===== config.mk =====
export PLATFORM = sky130hd
export DESIGN_NAME = seg_scan_display
export DESIGN_NICKNAME = d
export VERILOG_FILES = /design/src/rtl/seg_scan_display.sv
export SDC_FILE = /design/constraint.sdc
export NUM_CORES = 1
export LEC_CHECK = 0
export ABC_CLOCK_PERIOD_IN_PS = 2700
export CAP_MARGIN = 10
export CORE_MARGIN = 8
export CORE_UTILIZATION = 53
export DETAILED_ROUTE_END_ITERATION = 10
export HOLD_SLACK_MARGIN = 0.02
export MAX_ROUTING_LAYER = met4
export PLACE_DENSITY = 0.8
export SETUP_SLACK_MARGIN = 0.15
export SLEW_MARGIN = 0
export SYNTH_ARGS = -nofsm -noshare
export SYNTH_HDL_FRONTEND = slang
export SYNTH_SLANG_ARGS = --single-unit

===== constraint.sdc =====
create_clock -name clk -period 2.7 [get_ports clk]
set_clock_uncertainty 0.15 [all_clocks]
set_input_delay 0.27 -clock clk [delete_from_list [all_inputs] [get_ports clk]]
set_output_delay 0.27 -clock clk [all_outputs]
set_load 0.01 [all_outputs]

===== src/rtl/seg_scan_display.sv =====
// Time-multiplexed 7-segment driver: scans NUM_DIGITS BCD digits from a per-frame
// snapshot of the clock/alarm source, with leading-zero blanking and per-digit blink.
module seg_scan_display #(
    parameter int unsigned NUM_DIGITS = 4,
    parameter int unsigned SCAN_DIV   = 1000,
    parameter int unsigned BLINK_DIV  = 500000
) (
    input  logic                      clk,
    input  logic                      rst_n,
    input  logic [4*NUM_DIGITS-1:0]   c_digits,
    input  logic [4*NUM_DIGITS-1:0]   a_digits,
    input  logic                      alarm,
    input  logic                      blank_lz,
    input  logic                      blink_en,
    input  logic [NUM_DIGITS-1:0]     blink_mask,
    output logic [6:0]                seg,
    output logic [NUM_DIGITS-1:0]     an
);

    localparam int unsigned SCW = (SCAN_DIV  > 1) ? $clog2(SCAN_DIV)   : 1;
    localparam int unsigned BCW = (BLINK_DIV > 1) ? $clog2(BLINK_DIV)  : 1;
    localparam int unsigned IW  = (NUM_DIGITS > 1) ? $clog2(NUM_DIGITS) : 1;

    localparam logic [SCW-1:0] SCAN_LAST  = SCW'(SCAN_DIV - 1);
    localparam logic [BCW-1:0] BLINK_LAST = BCW'(BLINK_DIV - 1);
    localparam logic [IW-1:0]  IDX_LAST   = IW'(NUM_DIGITS - 1);

    logic [SCW-1:0]          scan_cnt_q,  scan_cnt_d;
    logic [IW-1:0]           idx_q,       idx_d;
    logic [BCW-1:0]          blink_cnt_q, blink_cnt_d;
    logic                    blink_ph_q,  blink_ph_d;
    logic [4*NUM_DIGITS-1:0] snap_q,      snap_d;
    logic [6:0]              seg_q,       seg_d;
    logic [NUM_DIGITS-1:0]   an_q,        an_d;
    logic [3:0]              digit;

    always_ff @(posedge clk or negedge rst_n) begin
        if (!rst_n) begin
            scan_cnt_q  <= '0;
            idx_q       <= '0;
            blink_cnt_q <= '0;
            blink_ph_q  <= 1'b0;
            snap_q      <= '0;
            seg_q       <= '1;
            an_q        <= '1;
        end else begin
            scan_cnt_q  <= scan_cnt_d;
            idx_q       <= idx_d;
            blink_cnt_q <= blink_cnt_d;
            blink_ph_q  <= blink_ph_d;
            snap_q      <= snap_d;
            seg_q       <= seg_d;
            an_q        <= an_d;
        end
    end

    always_comb begin
        scan_cnt_d  = scan_cnt_q + 1'b1;
        idx_d       = idx_q;
        blink_cnt_d = blink_cnt_q + 1'b1;
        blink_ph_d  = blink_ph_q;
        snap_d      = snap_q;

        if (scan_cnt_q == SCAN_LAST) begin
            scan_cnt_d = '0;
            idx_d      = (idx_q == IDX_LAST) ? '0 : idx_q + 1'b1;
        end

        if (blink_cnt_q == BLINK_LAST) begin
            blink_cnt_d = '0;
            blink_ph_d  = ~blink_ph_q;
        end

        // Frame start: latch the source once so a frame is never torn.
        if (scan_cnt_q == '0 && idx_q == '0)
            snap_d = alarm ? a_digits : c_digits;
    end

    always_comb begin
        digit = snap_q[4*idx_q +: 4];
        case (digit)
            4'd0:    seg_d = 7'b0000001;
            4'd1:    seg_d = 7'b1001111;
            4'd2:    seg_d = 7'b0010010;
            4'd3:    seg_d = 7'b0000110;
            4'd4:    seg_d = 7'b1001100;
            4'd5:    seg_d = 7'b0100100;
            4'd6:    seg_d = 7'b0100000;
            4'd7:    seg_d = 7'b0001111;
            4'd8:    seg_d = 7'b0000000;
            4'd9:    seg_d = 7'b0000100;
            default: seg_d = 7'h7F;
        endcase

        if (blank_lz && idx_q == IDX_LAST && digit == 4'd0)
            seg_d = 7'h7F;
        if (blink_en && blink_mask[idx_q] && blink_ph_q)
            seg_d = 7'h7F;

        an_d        = '1;
        an_d[idx_q] = 1'b0;
    end

    assign seg = seg_q;
    assign an  = an_q;

endmodule

==> impl_metrics.yaml, run 1 <==
route:
  vias_per_cell: 5.36
  drt-initial-drc-count: 57
  wirelength_mm: 6.06
  routed-via-count: 2172
  drcViolationCount: 0
  drt_first_pass_iters: 4
  wl_per_cell_um: 15.0
  detail-route-antenna-nets: 0
die:
  io_pins: 52
  fp.dieArea_um2: 8210
  placeableCoreArea_um2: 5440
  die_h_um: 90.6
  num_rows: 27
  initial_core_util_pct: 54.2
  die_x_um: 90.6
timing:
  period_needed_ns: 2.38
  fmax_ghz: 0.420
  final_hold_viol_count: 0
  setup-tns-final_ns: 0
  tightest_slew_ns: 0.732
  drv_slew: 0
  rsz0062_at_grt: "no"
  finalSetupViolations: 0
  relSlewSlack_pct: 51.2
  period_share_pct: 88.2
clocking:
  clk-insertion-delay-late_ns: 0.33
  numCtsBuffers: 9
  cts_max_level: 3
  root_buffer: "clkbuf_8"
  cts_tree: "done"
  clk_pin_slew_worst_paths_ns: 0.06
  cts_sinks: 59
  cts_buffer_depth: 2
  cts_resized: 0
place:
  gp_congestion: 0.801
  dpl_cell_area_um2: 3540
  port_buffers: 51
  hpwl_mm: 4.48
critical_path:
  r2r-end: "seg[1]"
  crit_arrival_ns: 2.48
  crit_slowest_cell: "mux4_1"
  rrSetupSlack_ns: 0.32
  worstSetupPathType: "reg2reg"
  start_kind: "flop"
  worstRegToRegCells: 7
  required_ns: 2.80
  crit_start: "idx_q[0]"
  r2r-start: "idx_q[0]"
  cp-end-kind: "flop"
  path_max_fanout: 8
  cpPeakStageDelay_ns: 0.68
  critical_path.cell_chain: "mux4_1, inv_1, ha_1, nand3_1, o21bai_1, a21oi_2, o21ai_1"
  crit_path_end: "seg[1]"
synth:
  syn_nets: 323
  synthArstFlopShare_pct: 100
  seq_area_frac_synth_pct: 50.5
  ys_types: 46
  yosysWarnings: 0
  ys_ff_latch: 59
  netlist_instances: 270
  syn_area_um2: 2950
  synth_flop_cell: "dfrtp_1"
  synth-edff-count: 0
  avgSynthCellArea_um2: 10.9
global_routing:
  grt-ovfl-total: 0
  grt_max_degree: 34
  grt_pass1_wl_mm: 10.4
  antenna_found_initial: 0
  grtUsageTotal_pct: 16.1
  grt_pass1_vias: 2252
power:
  powerDensity_nw_per_um2: 512
  vdd_drop_max_uv: 272
  p_leak_nw: 1.69
cells_and_area:
  antenna_cells: 0
  final_cell_area_um2: 3740
  drive_above_1_share_pct: 12.3
  final_common_cell: "clkdlybuf4s50_1"
  num-nets-final: 382
  n_fill_cell: 420
  layout_common_cells: "50 x clkdlybuf4s50_1, 48 x dfrtp_1, 28 x nand2_1"
  syn_to_final_growth_pct: 26.9
flow_run:
  max_cap_viol_count: 0
worst_hold_path:
  holdPathStages: 1
  hold_class: "reg2reg"
status:
  status: "completed"
routing by layer:
metal / GRT usage, % / share of wire (%) / vias to the layer above
met1: 18.6 / 46 / 1051
met5: - / 0 / -
met4: 7.91 / 1.9 / 0
met3: 3.91 / 3.8 / 12
met2: 25.7 / 48 / 47
li1: - / - / 1062
worst min path at each step:
stage	startpoint	end	slack [ns]
global route	blink_ph_q	blink_ph_q	0.33
detailed placement	rst_n	snap_q[14]	0.22
finish	blink_ph_q	blink_ph_q	0.32
global placement	rst_n	snap_q[6]	0.21
floorplan	rst_n	blink_cnt_q[0]	-0.18
CTS	blink_ph_q	blink_ph_q	0.32
metrics by stage:
stage / cells / total power, W / setup WS, ns / util (%) / hold WS (ns)
floorplan: 270 / 0.00103 / 0.690 / - / -0.176
global placement: 389 / 0.00115 / 0.506 / 65.0 / 0.208
detailed placement: 389 / 0.00115 / 0.407 / 65.0 / 0.219
CTS: 405 / 0.00193 / 0.340 / 68.8 / 0.316
global route: 405 / 0.00200 / 0.271 / 68.8 / 0.331
finish: 405 / 0.00192 / 0.318 / 68.8 / 0.317
cell families (layout without fill, tap and decap cells):
kind of cell	Yosys count	after routing	synth area share, %
compound gates	40	40	7.72
flops	59	59	50.5
mux	24	24	10.6
fa+ha+maj	12	12	5.09
xor+xnor	20	20	5.94
simple gates	91	91	16.6
buf+inv	24	87	3.52
sequential cells by signal (all words and copies together), names as in the netlist:
register	flops
blink_ph_q	1
blink_cnt_q	19
scan_cnt_q	10
an	4
seg	7
snap_q	16
idx_q	2
timing repair:
item | CTS | global route
endpoints found under the setup margin | 0 | 0
hold buffers | 1 | 0
buffers inserted | 0 | 0
hold endpoints to repair | 22 | 0
area by class of cell:
class                      instances  area [um^2]  share of cell area, %
clock inverter                     1         5.00                  0.134
timing repair buffer              57          553                   14.8
multi-input combinational        187         1360                   36.2
sequential                        59         1490                   39.8
clock buffer                      14          193                   5.15
inverter                          15         56.3                   1.50
tap                               72         90.1                   2.41
Yosys cell counts (all sizes together) (4+ instances only):
library cell	instances	share of area (%)
mux2i	19	6.4
xor2	12	3.6
nand2	28	3.6
and4	4	1.2
inv	15	1.9
buf	4	0.98
nand3	10	1.7
xnor2	8	2.4
dfrtp	48	41
a21oi	6	1.1
clkbuf	5	0.64
o21ai	26	4.4
nor2	17	2.2
ha	12	5.1
mux4	5	4.2
dfstp	11	9.8
nand4	7	1.5
worst max-delay path, delay by kind of cell, from the launching register on:
family	cells	cell delay, ns
fa+ha+maj	1	0.20
flops	1	0.54
buf+inv	1	0.15
compound gates	3	0.47
simple gates	1	0.12
mux	1	0.68
report_power, final:
part / internal (W) / switching [W] / total [W]
registers: 0.000925 / 0.0000145 / 0.000940
logic: 0.000115 / 0.0000823 / 0.000198
clock network: 0.000452 / 0.000329 / 0.000781
Note: power is estimated with default switching activity, not from simulation.
==> inputs of run 2 (changes only) <==
- GPL_ROUTABILITY_DRIVEN: default -> 1
- MAX_ROUTING_LAYER: met4 -> default
==> run 2 against run 1 <==
Net effect: critical path type unchanged; non-clock buffer count stayed put; sequential cell count unchanged; combinational power is essentially flat; count of clock-buffer cells in the layout unchanged; hold slack unchanged; largest cell class unchanged; highest routed layer unchanged; die area unchanged.
==> impl_metrics.yaml, run 2 (same netlist as run 1, synthesis figures left out) <==
critical_path:
  cp-end-kind: "flop"
  path_max_fanout: 8
  path_buf_inv: 1
  worstSetupPathType: "reg2reg"
  crit_arrival_ns: 2.48
  critical_path.cell_chain: "mux4_1, inv_1, ha_1, nand3_1, o21bai_1, a21oi_2, o21ai_1"
  required_ns: 2.80
  cpPeakStageDelay_ns: 0.68
  crit_slowest_cell: "mux4_1"
  start_kind: "flop"
  path_delay_family: "multiplexers"
timing:
  final_hold_viol_count: 0
  fmax_ghz: 0.420
  setup-tns-final_ns: 0
  finalSetupViolations: 0
  relSlewSlack_pct: 51.2
  period_share_pct: 88.2
  rsz0062_at_grt: "no"
  tightest_slew_ns: 0.732
  drv_slew: 0
  period_needed_ns: 2.38
clocking:
  cts_buffer_depth: 2
  cts_tree: "done"
  cts_sinks: 59
  numCtsBuffers: 9
  cts_resized: 0
  root_buffer: "clkbuf_8"
  clk-insertion-delay-late_ns: 0.33
  clk_pin_slew_worst_paths_ns: 0.06
  cts_max_level: 3
cells_and_area:
  reg_top3: "blink_cnt_q: 19 flops, snap_q: 16 flops, scan_cnt_q: 10 flops"
  layout_common_cells: "50 x clkdlybuf4s50_1, 48 x dfrtp_1, 28 x nand2_1"
  top_register: "blink_cnt_q"
  final_common_cell: "clkdlybuf4s50_1"
  num-nets-final: 382
  drive_above_1_share_pct: 12.3
  antenna_cells: 0
  largest_reg_flops: 19
  syn_to_final_growth_pct: 26.9
global_routing:
  grt_pass1_vias: 2259
  antenna_found_initial: 0
  grt_max_degree: 34
  grt-ovfl-total: 0
  grtUsageTotal_pct: 15.7
  grt_pass1_wl_mm: 10.4
die:
  placeableCoreArea_um2: 5440
  initial_core_util_pct: 54.2
  io_pins: 52
  die_h_um: 90.6
  num_rows: 27
  fp.dieArea_um2: 8210
  die_x_um: 90.6
route:
  drt-initial-drc-count: 57
  drt_first_pass_iters: 4
  wl_per_cell_um: 15.0
  wirelength_mm: 6.07
  routed-via-count: 2173
  vias_per_cell: 5.37
  drcViolationCount: 0
  detail-route-antenna-nets: 0
power:
  pwr-share-seq_pct: 49.0
  p_comb_share_pct: 10.3
  swShare_pct: 22.2
  p_leak_nw: 1.69
  vdd_drop_max_uv: 276
  power_frac_clock_pct: 40.8
  finalPower_w: 0.00192
  p_int_w: 0.00149
  switchingPower_w: 0.000427
  powerDensity_nw_per_um2: 513
status:
  status: "completed"
place:
  gp_congestion: 0.790
  hpwl_mm: 4.48
  port_buffers: 51
worst_hold_path:
  hold_class: "reg2reg"
flow_run:
  max_cap_viol_count: 0
==> run 2: per-layer routing <==
layer	vias to the layer above	global-route usage, %	wire length [um]
li1	1062	-	-
met1	1052	18.2	2730
met2	47	25.7	2920
met3	12	4.57	296
met4	0	7.91	114
met5	-	0	0
==> run 2: per-stage QoR <==
stage	worst slack, ns	hold WS (ns)	utilization (%)	cells	area [um^2]
floorplan	0.690	-0.176	-	270	2950
global placement	0.506	0.208	65.0	389	3540
detailed placement	0.407	0.219	65.0	389	3540
CTS	0.340	0.316	68.8	405	3740
global route	0.271	0.331	68.8	405	3740
finish	0.318	0.317	68.8	405	3740
==> run 2: path summary, 6_finish.rpt <==
| path | startpoint | to | slack [ns] | cells after the start |
|---|---|---|---|---|
| setup / recovery | idx_q[0] | seg[1] | 0.32 | 7 |
| max in group asynchronous | rst_n | an[3] | 1.29 | 3 |
| hold / removal | blink_ph_q | blink_ph_q | 0.32 | 1 |
| setup reg to reg | idx_q[0] | seg[1] | 0.32 | 7 |
| min in group asynchronous | rst_n | snap_q[10] | 0.38 | 2 |
| hold reg to reg | blink_ph_q | blink_ph_q | 0.32 | 1 |
==> run 2: timing repair <==
item                      4_1_cts  5_1_grt
hold buffers                    1        0
setup buffers                   0        0
hold endpoints to repair       22        0
==> run 2: final cells by class <==
cell class              count  area (um^2)
well taps                  72         90.1
fillers                   420         1700
clock buffers              14          193
multi-input cells         187         1360
inverters                  15         56.3
clock inverters             1         5.00
flip-flops and latches     59         1490
repair buffers             57          553
==> run 2: power by group through the flow <==
stage          Combinational [W]  Clock (W)  Sequential, W
5_1_grt                 0.000220   0.000833       0.000943
3_5_place_dp            0.000199          0       0.000955
6_report                0.000198   0.000782       0.000940
2_1_floorplan          0.0000738          0       0.000958
3_3_place_gp            0.000192          0       0.000955
4_1_cts                 0.000201   0.000794       0.000940
==> inputs of run 3 (changes only) <==
- ABC_CLOCK_PERIOD_IN_PS: 2700 -> 2300
- clock period: 2.7 -> 2.3 ns (I/O delays scaled with it)
==> run 3 against run 2 <==
Net effect: non-clock buffer count grew 5; largest power group unchanged; combinational power grew 21%; final cell count grew 1.5%; wire length up 5.5%; sequential share of layout area decreased by 1.0 points; largest cell class unchanged.
==> impl_metrics.yaml, run 3 (same netlist as run 1, synthesis figures left out) <==
timing:
  period_needed_ns: 2.09
  relSlewSlack_pct: 56.7
  fmax_ghz: 0.479
  final_hold_viol_count: 0
  rsz0062_at_grt: "yes"
  postLayoutSetupSlackWorst_ns: 0.211
  finalSetupViolations: 0
  fin_hold_ws_ns: 0.299
  period_share_pct: 90.8
  drv_slew: 0
  setup-tns-final_ns: 0
  tightest_slew_ns: 0.650
route:
  wirelength_mm: 6.40
  wl_per_cell_um: 15.6
  drt_first_pass_iters: 4
  vias_per_cell: 5.47
  detail-route-antenna-nets: 0
  drt-initial-drc-count: 73
  routed-via-count: 2250
  drcViolationCount: 0
cells_and_area:
  reg_top3: "blink_cnt_q: 19 flops, snap_q: 16 flops, scan_cnt_q: 10 flops"
  syn_to_final_growth_pct: 30.3
  seq_area_um2: 1490
  n_fill_cell: 419
  largest_reg_flops: 19
  layout_common_cells: "50 x clkdlybuf4s50_1, 47 x dfrtp_1, 28 x nand2_1"
  drive_above_1_share_pct: 15.6
  top_register: "blink_cnt_q"
  final_common_cell: "clkdlybuf4s50_1"
  num-nets-final: 387
  final_cell_area_um2: 3840
  multi_input_area_um2: 1380
  antenna_cells: 0
critical_path:
  worstSetupPathType: "reg2reg"
  crit_slowest_cell: "mux4_2"
  cpPeakStageDelay_ns: 0.50
  start_kind: "flop"
  path_buf_inv: 1
  crit_arrival_ns: 2.19
  critical_path.cell_chain: "buf_4, mux4_2, or3b_1, a21oi_4, o21ai_1"
  cp-end-kind: "flop"
  path_max_fanout: 7
  path_delay_family: "multiplexers"
  required_ns: 2.40
global_routing:
  grt_pass1_wl_mm: 10.9
  grt_max_degree: 33
  grt_pass1_vias: 2328
  grtUsageTotal_pct: 16.5
  antenna_found_initial: 0
  grt-ovfl-total: 0
place:
  port_buffers: 51
  gp_congestion: 0.841
  dp_slack_ns: 0.000646
  hpwl_mm: 4.38
  dpl_cell_area_um2: 3560
power:
  vdd_drop_max_uv: 387
  p_leak_nw: 1.73
  powerDensity_nw_per_um2: 629
worst_hold_path:
  hold_class: "in2async"
die:
  io_pins: 52
  num_rows: 27
  die_h_um: 90.6
  fp.dieArea_um2: 8210
  initial_core_util_pct: 54.2
  die_x_um: 90.6
  placeableCoreArea_um2: 5440
clocking:
  clk_pin_slew_worst_paths_ns: 0.07
  cts_tree: "done"
  clk-insertion-delay-late_ns: 0.34
  cts_buffer_depth: 2
  root_buffer: "clkbuf_8"
  numCtsBuffers: 9
  cts_max_level: 3
  cts_sinks: 59
flow_run:
  max_cap_viol_count: 0
status:
  status: "completed"
==> run 3: changes by cell type in the layout (fill, tap and decap cells not counted), moves of 2 or more <==
| cell | before | now |
|---|---|---|
| buf_4 | 5 | 9 |
| clkbuf_8 | 14 | 11 |
| bufinv_16 | 0 | 2 |
| inv_1 | 15 | 13 |
| inv_2 | 0 | 2 |
==> run 3: area by class of cell <==
class	count	share of cell area [%]
clock buffer	12	4.04
clock inverter	4	1.89
inverter	15	1.46
multi-input combinational	187	35.8
sequential	59	38.8
tap	72	2.34
timing repair buffer	62	15.7
==> run 3: repair_timing <==
item | 4_1_cts | 5_1_grt
endpoints found under the setup margin | 7 | 23
pin swaps | 0 | 0
hold endpoints to repair | 20 | 0
hold buffers | 1 | 0
buffers inserted | 1 | 2
resized for setup | 2 | 6
==> run 3: path summary, 6_finish.rpt <==
path,from,to,slack (ns),cells past startpoint
max in group asynchronous,rst_n,seg[1],1.05,3
min reg2reg,blink_cnt_q[18],blink_cnt_q[18],0.33,1
max,idx_q[0],seg[0],0.21,5
min in group clk,blink_cnt_q[18],blink_cnt_q[18],0.33,1
min,rst_n,blink_cnt_q[9],0.30,2
max reg2reg,idx_q[0],seg[0],0.21,5
==> run 3: layer usage <==
layer | up-vias | share of wire, % | track usage (%) | wire (um)
met5 | - | 0 | 0 | 0
met4 | 0 | 2.3 | 9.85 | 150
met3 | 16 | 5.0 | 4.49 | 318
met2 | 61 | 51 | 26.9 | 3240
met1 | 1099 | 42 | 19.0 | 2690
li1 | 1074 | - | - | -
==> run 3: metrics by stage <==
| step | cells | utilization [%] | power, W |
|---|---|---|---|
| global route | 411 | 70.7 | 0.00251 |
| global placement | 391 | 65.5 | 0.00135 |
| CTS | 409 | 70.0 | 0.00244 |
| detailed placement | 391 | 65.5 | 0.00136 |
| finish | 411 | 70.7 | 0.00242 |
| floorplan | 270 | - | 0.00121 |
==> run 3: where the power goes <==
group | total [W] | switching, W | internal [W] | leakage [nW]
Sequential | 0.00110 | 0.0000179 | 0.00109 | 0.719
Combinational | 0.000239 | 0.0000988 | 0.000140 | 0.897
Clock | 0.00107 | 0.000407 | 0.000668 | 0.113
